===== config.mk =====
export PLATFORM = sky130hd
export DESIGN_NAME = feedback_settle_engine_flat
export DESIGN_NICKNAME = d
export VERILOG_FILES = /design/src/rtl/feedback_settle_engine_pkg.sv /design/src/rtl/feedback_settle_engine_if.sv /design/src/rtl/feedback_settle_engine_step.sv /design/src/rtl/feedback_settle_engine.sv /design/src/flat_wrapper.sv
export SDC_FILE = /design/constraint.sdc
export NUM_CORES = 1
export LEC_CHECK = 0
export CAP_MARGIN = 10
export CORE_AREA = 3 3 105 67
export DETAILED_ROUTE_END_ITERATION = 12
export DIE_AREA = 0 0 108 70
export DONT_BUFFER_PORTS = 1
export PLACE_DENSITY = 0.74
export SLEW_MARGIN = 10
export SYNTH_ARGS = -nofsm -noshare
export SYNTH_HDL_FRONTEND = slang
export SYNTH_SLANG_ARGS = --single-unit

===== constraint.sdc =====
create_clock -name i_clk -period 3.9 [get_ports i_clk]
set_clock_uncertainty 0.15 [all_clocks]
set_input_delay 0.39 -clock i_clk [delete_from_list [all_inputs] [get_ports i_clk]]
set_output_delay 0.39 -clock i_clk [all_outputs]
set_load 0.005 [all_outputs]

===== src/rtl/feedback_settle_engine_pkg.sv =====
// Shared types and helpers for the feedback settling engine.
package feedback_settle_pkg;

    typedef enum logic [1:0] {
        IDLE = 2'd0,
        ITER = 2'd1,
        DONE = 2'd2
    } state_e;

    function automatic int iter_width(input int max_iter);
        return $clog2(max_iter + 1);
    endfunction

endpackage


===== src/rtl/feedback_settle_engine_if.sv =====
// Request/result handshake bundle for feedback_settle_engine.
// Optional i_seed signal exists only when SETTLE_SEED_EN is defined.
interface feedback_settle_engine_if #(
    parameter int WIDTH    = 16,
    parameter int MAX_ITER = 8
);
    localparam int ITER_W = feedback_settle_pkg::iter_width(MAX_ITER);

    logic              i_valid;
    logic              o_ready;
    logic [WIDTH-1:0]  i_data;
    logic              i_control;
`ifdef SETTLE_SEED_EN
    logic [WIDTH-1:0]  i_seed;
`endif
    logic              o_valid;
    logic              i_ready;
    logic [WIDTH-1:0]  o_result;
    logic              o_converged;
    logic [ITER_W-1:0] o_iter_count;

    modport slave (
        input  i_valid, i_data, i_control,
`ifdef SETTLE_SEED_EN
        input  i_seed,
`endif
        input  i_ready,
        output o_ready, o_valid, o_result, o_converged, o_iter_count
    );

    modport master (
        output i_valid, i_data, i_control,
`ifdef SETTLE_SEED_EN
        output i_seed,
`endif
        output i_ready,
        input  o_ready, o_valid, o_result, o_converged, o_iter_count
    );

endinterface


===== src/rtl/feedback_settle_engine_step.sv =====
// One combinational evaluation of the add/XOR feedback network.
module feedback_step #(
    parameter int WIDTH = 16
) (
    input  logic [WIDTH-1:0] t2_i,
    input  logic [WIDTH-1:0] data_i,
    input  logic             control_i,
    output logic [WIDTH-1:0] t1_o,
    output logic [WIDTH-1:0] t2n_o,
    output logic             eq_o
);

    assign t1_o  = t2_i + data_i;
    assign t2n_o = t1_o ^ {WIDTH{control_i}};
    assign eq_o  = (t2n_o == t2_i);

endmodule


===== src/rtl/feedback_settle_engine.sv =====
// Iterates the feedback network one step per clock until a fixed point or MAX_ITER.
// Build option: SETTLE_SEED_EN seeds temp2 from i_seed instead of zero.
module feedback_settle_engine
    import feedback_settle_pkg::*;
#(
    parameter int WIDTH    = 16,
    parameter int MAX_ITER = 8
) (
    input logic                     i_clk,
    input logic                     i_rst_n,
    feedback_settle_engine_if.slave bus
);

    localparam int ITER_W = iter_width(MAX_ITER);
    localparam logic [ITER_W-1:0] LAST_CNT = ITER_W'(MAX_ITER);

    state_e            state_q, state_d;
    logic [WIDTH-1:0]  data_q, data_d;
    logic              ctl_q, ctl_d;
    logic [WIDTH-1:0]  t2_q, t2_d;
    logic [ITER_W-1:0] cnt_q, cnt_d;
    logic [WIDTH-1:0]  result_q, result_d;
    logic              conv_q, conv_d;
    logic [ITER_W-1:0] iter_q, iter_d;

    logic [WIDTH-1:0]  t1_s, t2n_s, seed_s;
    logic              eq_s;
    logic [ITER_W-1:0] cnt_inc_s;

`ifdef SETTLE_SEED_EN
    assign seed_s = bus.i_seed;
`else
    assign seed_s = {WIDTH{1'b0}};
`endif

    assign cnt_inc_s = cnt_q + {{(ITER_W-1){1'b0}}, 1'b1};

    feedback_step #(.WIDTH(WIDTH)) u_step (
        .t2_i      (t2_q),
        .data_i    (data_q),
        .control_i (ctl_q),
        .t1_o      (t1_s),
        .t2n_o     (t2n_s),
        .eq_o      (eq_s)
    );

    // Next-state and datapath update for the IDLE/ITER/DONE controller.
    always_comb begin
        state_d  = state_q;
        data_d   = data_q;
        ctl_d    = ctl_q;
        t2_d     = t2_q;
        cnt_d    = cnt_q;
        result_d = result_q;
        conv_d   = conv_q;
        iter_d   = iter_q;
        case (state_q)
            IDLE: begin
                if (bus.i_valid) begin
                    data_d  = bus.i_data;
                    ctl_d   = bus.i_control;
                    t2_d    = seed_s;
                    cnt_d   = {ITER_W{1'b0}};
                    state_d = ITER;
                end else begin
                    state_d = IDLE;
                end
            end
            ITER: begin
                t2_d  = t2n_s;
                cnt_d = cnt_inc_s;
                // Convergence wins when it coincides with the iteration limit.
                if (eq_s) begin
                    state_d  = DONE;
                    conv_d   = 1'b1;
                    result_d = t1_s & t2n_s;
                    iter_d   = cnt_inc_s;
                end else if (cnt_inc_s == LAST_CNT) begin
                    state_d  = DONE;
                    conv_d   = 1'b0;
                    result_d = t1_s & t2n_s;
                    iter_d   = cnt_inc_s;
                end else begin
                    state_d = ITER;
                end
            end
            DONE: begin
                if (bus.i_ready) begin
                    state_d = IDLE;
                end else begin
                    state_d = DONE;
                end
            end
            default: begin
                state_d = IDLE;
            end
        endcase
    end

    // State and datapath registers.
    always_ff @(posedge i_clk or negedge i_rst_n) begin
        if (!i_rst_n) begin
            state_q  <= IDLE;
            data_q   <= {WIDTH{1'b0}};
            ctl_q    <= 1'b0;
            t2_q     <= {WIDTH{1'b0}};
            cnt_q    <= {ITER_W{1'b0}};
            result_q <= {WIDTH{1'b0}};
            conv_q   <= 1'b0;
            iter_q   <= {ITER_W{1'b0}};
        end else begin
            state_q  <= state_d;
            data_q   <= data_d;
            ctl_q    <= ctl_d;
            t2_q     <= t2_d;
            cnt_q    <= cnt_d;
            result_q <= result_d;
            conv_q   <= conv_d;
            iter_q   <= iter_d;
        end
    end

    assign bus.o_ready      = (state_q == IDLE);
    assign bus.o_valid      = (state_q == DONE);
    assign bus.o_result     = result_q;
    assign bus.o_converged  = conv_q;
    assign bus.o_iter_count = iter_q;

endmodule


===== src/flat_wrapper.sv =====
// flat-port wrapper written by rule: the top's interface ports become plain ports
module feedback_settle_engine_flat import feedback_settle_pkg::*;
#(
    parameter int WIDTH    = 16,
    parameter int MAX_ITER = 8
)
  (i_clk, i_rst_n, bus_i_valid, bus_i_data, bus_i_control, bus_i_ready, bus_o_ready, bus_o_valid, bus_o_result, bus_o_converged, bus_o_iter_count);
  feedback_settle_engine_if #(.WIDTH(WIDTH), .MAX_ITER(MAX_ITER)) bus_i ();
  input logic i_clk;
  input logic i_rst_n;
  input wire logic [$bits(bus_i.i_valid)-1:0] bus_i_valid;
  input wire logic [$bits(bus_i.i_data)-1:0] bus_i_data;
  input wire logic [$bits(bus_i.i_control)-1:0] bus_i_control;
  input wire logic [$bits(bus_i.i_ready)-1:0] bus_i_ready;
  output wire logic [$bits(bus_i.o_ready)-1:0] bus_o_ready;
  output wire logic [$bits(bus_i.o_valid)-1:0] bus_o_valid;
  output wire logic [$bits(bus_i.o_result)-1:0] bus_o_result;
  output wire logic [$bits(bus_i.o_converged)-1:0] bus_o_converged;
  output wire logic [$bits(bus_i.o_iter_count)-1:0] bus_o_iter_count;
  assign bus_i.i_valid = bus_i_valid;
  assign bus_i.i_data = bus_i_data;
  assign bus_i.i_control = bus_i_control;
  assign bus_i.i_ready = bus_i_ready;
  assign bus_o_ready = bus_i.o_ready;
  assign bus_o_valid = bus_i.o_valid;
  assign bus_o_result = bus_i.o_result;
  assign bus_o_converged = bus_i.o_converged;
  assign bus_o_iter_count = bus_i.o_iter_count;
  feedback_settle_engine #(.WIDTH(WIDTH), .MAX_ITER(MAX_ITER)) u_core (.i_clk(i_clk), .i_rst_n(i_rst_n), .bus(bus_i));
endmodule

## Yosys cells after proc, flatten, opt, wreduce, memory -nomap -nowiden

Index checks and enable logic that the tools add are counted.

| cells by class | value |
|---|---|
| add/sub/neg operators | 2 |
| equal/unequal tests | 5 |
| muxes and demuxes | 15 |
| bitwise gates (word level) | 2 |
| reductions and logical operators | 6 |

Operators by type and width:

| cell | count |
|---|---|
| $mux W16 | 3 |
| $pmux W16 S2 | 1 |
| $add A16 B16 Y16 | 1 |
| $and A16 B16 Y16 | 1 |
| $eq A16 B16 Y1 | 1 |
| $xor A16 B16 Y16 | 1 |
| $mux W4 | 3 |
| $pmux W4 S2 | 1 |
| $mux W2 | 3 |
| $pmux W2 S3 | 1 |
| $reduce_and A2 Y1 | 3 |
| $add A4 B1 Y4 const B | 1 |
| $eq A4 B4 Y1 const B | 1 |
| $reduce_bool A2 Y1 | 2 |
| $mux W1 | 3 |
| $eq A2 B1 Y1 const B | 1 |
| $eq A2 B2 Y1 const B | 1 |
| $logic_not A2 Y1 | 1 |
| $ne A2 B2 Y1 const B | 1 |

| storage, ports and cells | value |
|---|---|
| bits in registers | 60 |
| input bits | 21 |
| word-level logic and storage cells | 38 |

## Logic depth before layout (Yosys ltp)

| logic depth | value |
|---|---|
| depth after elaboration | 5 |
| depth in mapped cells | 15 |
| gate-level depth less buffers | 14 |

## Cells and area by module

From an unflattened synthesis, not the netlist that was laid out.

| second synthesis, totals | value |
|---|---|
| cells, all modules | 388 |
| area, all modules | 3833.7 um2 |

By module, submodules not included:

| module | times used | cells an instance | area each (um2) | sequential area each (um2) |
|---|---|---|---|---|
| feedback_settle_engine | 1 | 225 | 2528.7 | 1501.4 |
| feedback_step | 1 | 163 | 1305.0 | 0.0 |

## Worst setup path after synthesis

No wires, ideal clock.

| timing path | value |
|---|---|
| path type | reg-to-reg |
| from | register u_core.t2_q[6] |
| to | register u_core.result_q[6], in the netlist u_core.bus.o_result[6] |
| setup time | 0.127 ns |
| data arrival time | 3.344 ns |
| required time | 3.623 ns |
| setup slack | 0.279 ns |
| cell stages (with the launch flop) | 14 |
| clock period less this slack | 3.621 ns |
| cells stage by stage | dfrtp_1 ha_1 or2_1 or3_1 o21a_4 a2111o_1 o311a_1 ha_1 xor2_1 nand4_1 nor4_4 o21ai_2 buf_6 mux2_1 |

| on the way | value |
|---|---|
| longest elaborated chain between the ends | 5 |
| elaborated cells between the ends (all ways) | 8 |
| those cells by class | add/sub: 1; eq/ne: 1; mux: 2; bitwise: 2; reduce/logical: 2 |

Ends and longest elaborated chain:

| element | RTL line | RTL |
|---|---|---|
| from (decl) | feedback_settle_engine.sv:20 | `logic [WIDTH-1:0] t2_q, t2_d;` |
| from (signal assigned) | feedback_settle_engine.sv:106 | `t2_q <= {WIDTH{1'b0}};` |
| from (signal assigned) | feedback_settle_engine.sv:115 | `t2_q <= t2_d;` |
| $add A16 B16 Y16 | feedback_settle_engine_step.sv:13 | `assign t1_o = t2_i + data_i;` |
| $xor A16 B16 Y16 | feedback_settle_engine_step.sv:14 | `assign t2n_o = t1_o ^ {WIDTH{control_i}};` |
| $eq A16 B16 Y1 or $and A16 B16 Y16 (tied branches) | feedback_settle_engine_step.sv:15, feedback_settle_engine.sv:76, feedback_settle_engine.sv:81 |  |
| $reduce_bool A2 Y1 (no source line) or $mux W16 (tied branches) | - |  |
| $reduce_and A2 Y1 (no source line) or $mux W16 (tied branches) | - |  |
| to (signal assigned) | feedback_settle_engine.sv:108 | `result_q <= {WIDTH{1'b0}};` |
| to (signal assigned) | feedback_settle_engine.sv:117 | `result_q <= result_d;` |
| to (decl) | feedback_settle_engine.sv:22 | `logic [WIDTH-1:0] result_q, result_d;` |

Several ways; a longest one is shown, not always the timed one. The select of a mux whose other input is x is not followed.
A chain may end at the register's enable or synchronous reset.

## Worst setup path after layout

| timing path | value |
|---|---|
| from | register u_core.t2_q[0] |
| to | register u_core.result_q[6], in the netlist u_core.bus.o_result[6] |

The elaborated chain is that of the path after synthesis.

==> flow_summary.yaml <==
global_routing:
  grt_pass1_vias: 2360
  grt_overflow: 0
  grt_max_degree: 61
  antenna_found_initial: 0
  grt_pass1_wl_um: 12070
  track_usage_pct: 20.55
timing:
  setup_viol: 0
  period_share_pct: 95.29
  relSlewSlack_pct: 50.98
  finalHoldViolations: 0
  fmax_mhz: 269.1
  maxSlewViolCount: 0
  min_period_ns: 3.716
  worstMarginPinSlew_ns: 0.7345
synthesis:
  syn_area_sq_um: 3473
  synth_most_common_cell: "dfrtp_1"
  synth_cells: 320
  async_flop_share_pct: 100.0
  ys_seq_area_share_pct: 43.23
  synth_common_cells: "60 x dfrtp_1, 33 x ha_1, 31 x mux2_2"
  synth.top_cell.area_share_pct: 43.23
  synth_seq_cells: 60
  synthDistinctLibCells: 47
  synth_top_area_cell: "dfrtp_1"
  avgSynthCellArea_sq_um: 10.85
  netlist_top_cells_area: "dfrtp_1 43%, ha_1 12%, mux2_2 10%"
  synth_flop_cell: "dfrtp_1"
  ys_warn_count: 0
  synth_enable_flop_cells: 0
  syn_nets: 375
final_layout:
  syn2layout_area_growth_pct: 10.77
  design_area_sq_um: 3847
  diodes: 0
  nNetsFinal: 383
  final_layout_size_suffix_gt1_share_pct: 18.92
floorplan:
  core-area_sq_um: 6083
  die_height_um: 70
  die_area_sq_um: 7560
  rows: 22
  chipWidth_um: 108
  initial_core_util_pct: 57.10
  num_io_pins: 44
worst_setup_path:
  crit_path_top_delay_cell: "dfrtp_1"
  path_cells: "ha_1 -> inv_1 -> fa_2 -> nor2b_2 -> o31a_1 -> o21a_4 -> a2111o_1 -> o311a_1 -> ha_1 -> xor2_1 -> nand4_1 -> nor4_4 -> o21ai_2 -> buf_6 -> mux2_1"
  r2r-start: "u_core.t2_q[0]$_DFFE_PN0P_"
  end_kind: "flop"
  critPathMostFrequentCell: "ha_1"
  arrival_ns: 3.80
  crit_fanout: 9
  critical_path_required_ns: 3.98
  rrSetupSlack_ns: 0.18
  reg2reg_depth: 15
  r2r-end: "u_core.bus.o_result[6]$_DFFE_PN0P_"
  max_stage_delay_ns: 0.41
  path_class: "reg2reg"
  cp-start-kind: "flop"
flow_run:
  maxCapViolCount: 0
placement:
  hpwl_um: 4991
  gp_congestion: 0.8909
  placed_area_sq_um: 3563
  port_buffers: 0
detailed_routing:
  avgRoutedWirePerCell_um: 17.30
  viasPerCell: 5.760
  first_pass_iters: 4
  initialDrtViolationCount: 160
  vias: 2402
  antenna_left: 0
  drc: 0
  totalWireLength_um: 7213
clock_tree:
  cts_tree: "done"
  clockBufferDepth: 2
  h-tree-depth: 3
  clk-insertion-delay-late_ns: 0.35
  clockRootBuffer: "clkbuf_8"
  cts.reportedPaths.clkPinSlew_ns: 0.07
  numClockSinks: 60
  cts_buffers: 9
worst_hold_path:
  holdPathEnd: "u_core.data_q[1]$_DFFE_PN0P_"
  min_from: "bus_i_data[1]"
  hp-class: "in2reg"
  hold_depth: 2
run_status:
  status: "completed"
-- layout make-up --
type | count | area [sq um]
Clock inverter | 3 | 45.04
Clock buffer | 13 | 158.9
Tap cell | 84 | 105.1
Inverter | 11 | 41.29
Timing Repair Buffer | 11 | 115.1
Sequential cell | 60 | 1501
Multi-Input combinational cell | 235 | 1881
Fill cell | 501 | 2236
-- timing repair --
| item | CTS | global route |
|---|---|---|
| hold endpoints to repair | 61 | 0 |
| hold buffers | 3 | 0 |
| setup endpoints to repair | 0 | 18 |
| buffers inserted | 0 | 1 |
| gates resized for setup | 0 | 7 |
-- how the worst max path moves through the flow --
stage / endpoint / slack, ns / from
2_1_floorplan: u_core.bus.o_result[6]$_DFFE_PN0P_ / 0.28 / u_core.t2_q[6]$_DFFE_PN0P_
3_3_place_gp: u_core.bus.o_result[6]$_DFFE_PN0P_ / 0.18 / u_core.t2_q[8]$_DFFE_PN0P_
3_5_place_dp: u_core.bus.o_result[6]$_DFFE_PN0P_ / 0.13 / u_core.t2_q[6]$_DFFE_PN0P_
4_1_cts: u_core.bus.o_result[6]$_DFFE_PN0P_ / 0.12 / u_core.t2_q[0]$_DFFE_PN0P_
5_1_grt: u_core.bus.o_result[6]$_DFFE_PN0P_ / -0.01 / u_core.t2_q[0]$_DFFE_PN0P_
6_report: u_core.bus.o_result[6]$_DFFE_PN0P_ / 0.18 / u_core.t2_q[0]$_DFFE_PN0P_
-- placed cells by master, fill, tap and decap left out, types with 2 or more instances in the layout --
master,instances
dfrtp_1,60
ha_1,33
mux2_2,31
nand2_1,28
xor2_1,21
o22ai_1,16
a21oi_1,13
nor2_1,13
o21ai_0,12
inv_1,11
clkbuf_8,11
xnor2_1,7
o21a_1,6
buf_4,6
nand4_1,5
nand3_1,5
nand2b_1,3
o31a_1,2
nor2b_1,2
a31oi_1,2
o211a_1,2
o211ai_1,2
a21o_1,2
and3_1,2
o21bai_1,2
a22o_1,2
clkinvlp_4,2
clkbuf_1,2
dlygate4sd3_1,2
buf_6,2
-- state kept, by name, summed over array words and instances (netlist names) --
| name | cells |
|---|---|
| u_core.state_q | 2 |
| u_core.ctl_q | 1 |
| u_core.data_q | 16 |
| u_core.bus.o_iter_count | 4 |
| u_core.t2_q | 16 |
| u_core.bus.o_result | 16 |
| u_core.bus.o_converged | 1 |
| u_core.cnt_q | 4 |
-- metal layers --
layer  GRT usage, %  vias to the layer above  share of wire [%]  wire length (um)
met5              0                        -                  0                 0
met1          31.03                     1148                 51              3703
met3          7.202                       10                7.6               548
li1               -                     1170                  -                 -
met4          6.723                        0                1.5               105
met2          27.00                       74                 40              2855
-- worst max-delay path: cells and delay by family, from the launching register on --
| family | cells | cell delay (ns) |
|---|---|---|
| AO/OA/AOI/OAI | 5 | 1.20 |
| buffers and inverters | 2 | 0.25 |
| XOR/XNOR | 1 | 0.15 |
| flip-flops | 1 | 0.41 |
| multiplexers | 1 | 0.30 |
| adder cells (fa/ha/maj) | 3 | 0.73 |
| AND/OR/NAND/NOR | 3 | 0.39 |
-- logic make-up after synthesis --
group | after synthesis | synth area share [%]
compound gates | 71 | 13.65
flops | 60 | 43.23
buf+inv | 25 | 3.134
simple gates | 68 | 9.547
xor+xnor | 29 | 7.313
fa+ha+maj | 34 | 12.46
mux | 33 | 10.66
-- metrics by stage --
stage / utilization [%] / TNS, ns / hold WS, ns / setup WS, ns / cells
2_1_floorplan: - / 0 / -0.05559 / 0.2787 / 320
3_3_place_gp: 58.58 / 0 / -0.05401 / 0.1835 / 397
3_5_place_dp: 58.58 / 0 / -0.05374 / 0.1285 / 397
4_1_cts: 62.71 / 0 / 0.001669 / 0.1162 / 416
5_1_grt: 63.25 / -0.01376 / 0.01819 / -0.01376 / 417
6_report: 63.25 / 0 / 0.01678 / 0.1838 / 417
Power is left out: the tool's default activity adds up to more than one toggle a clock period on the data nets, which glitch-free logic cannot reach.
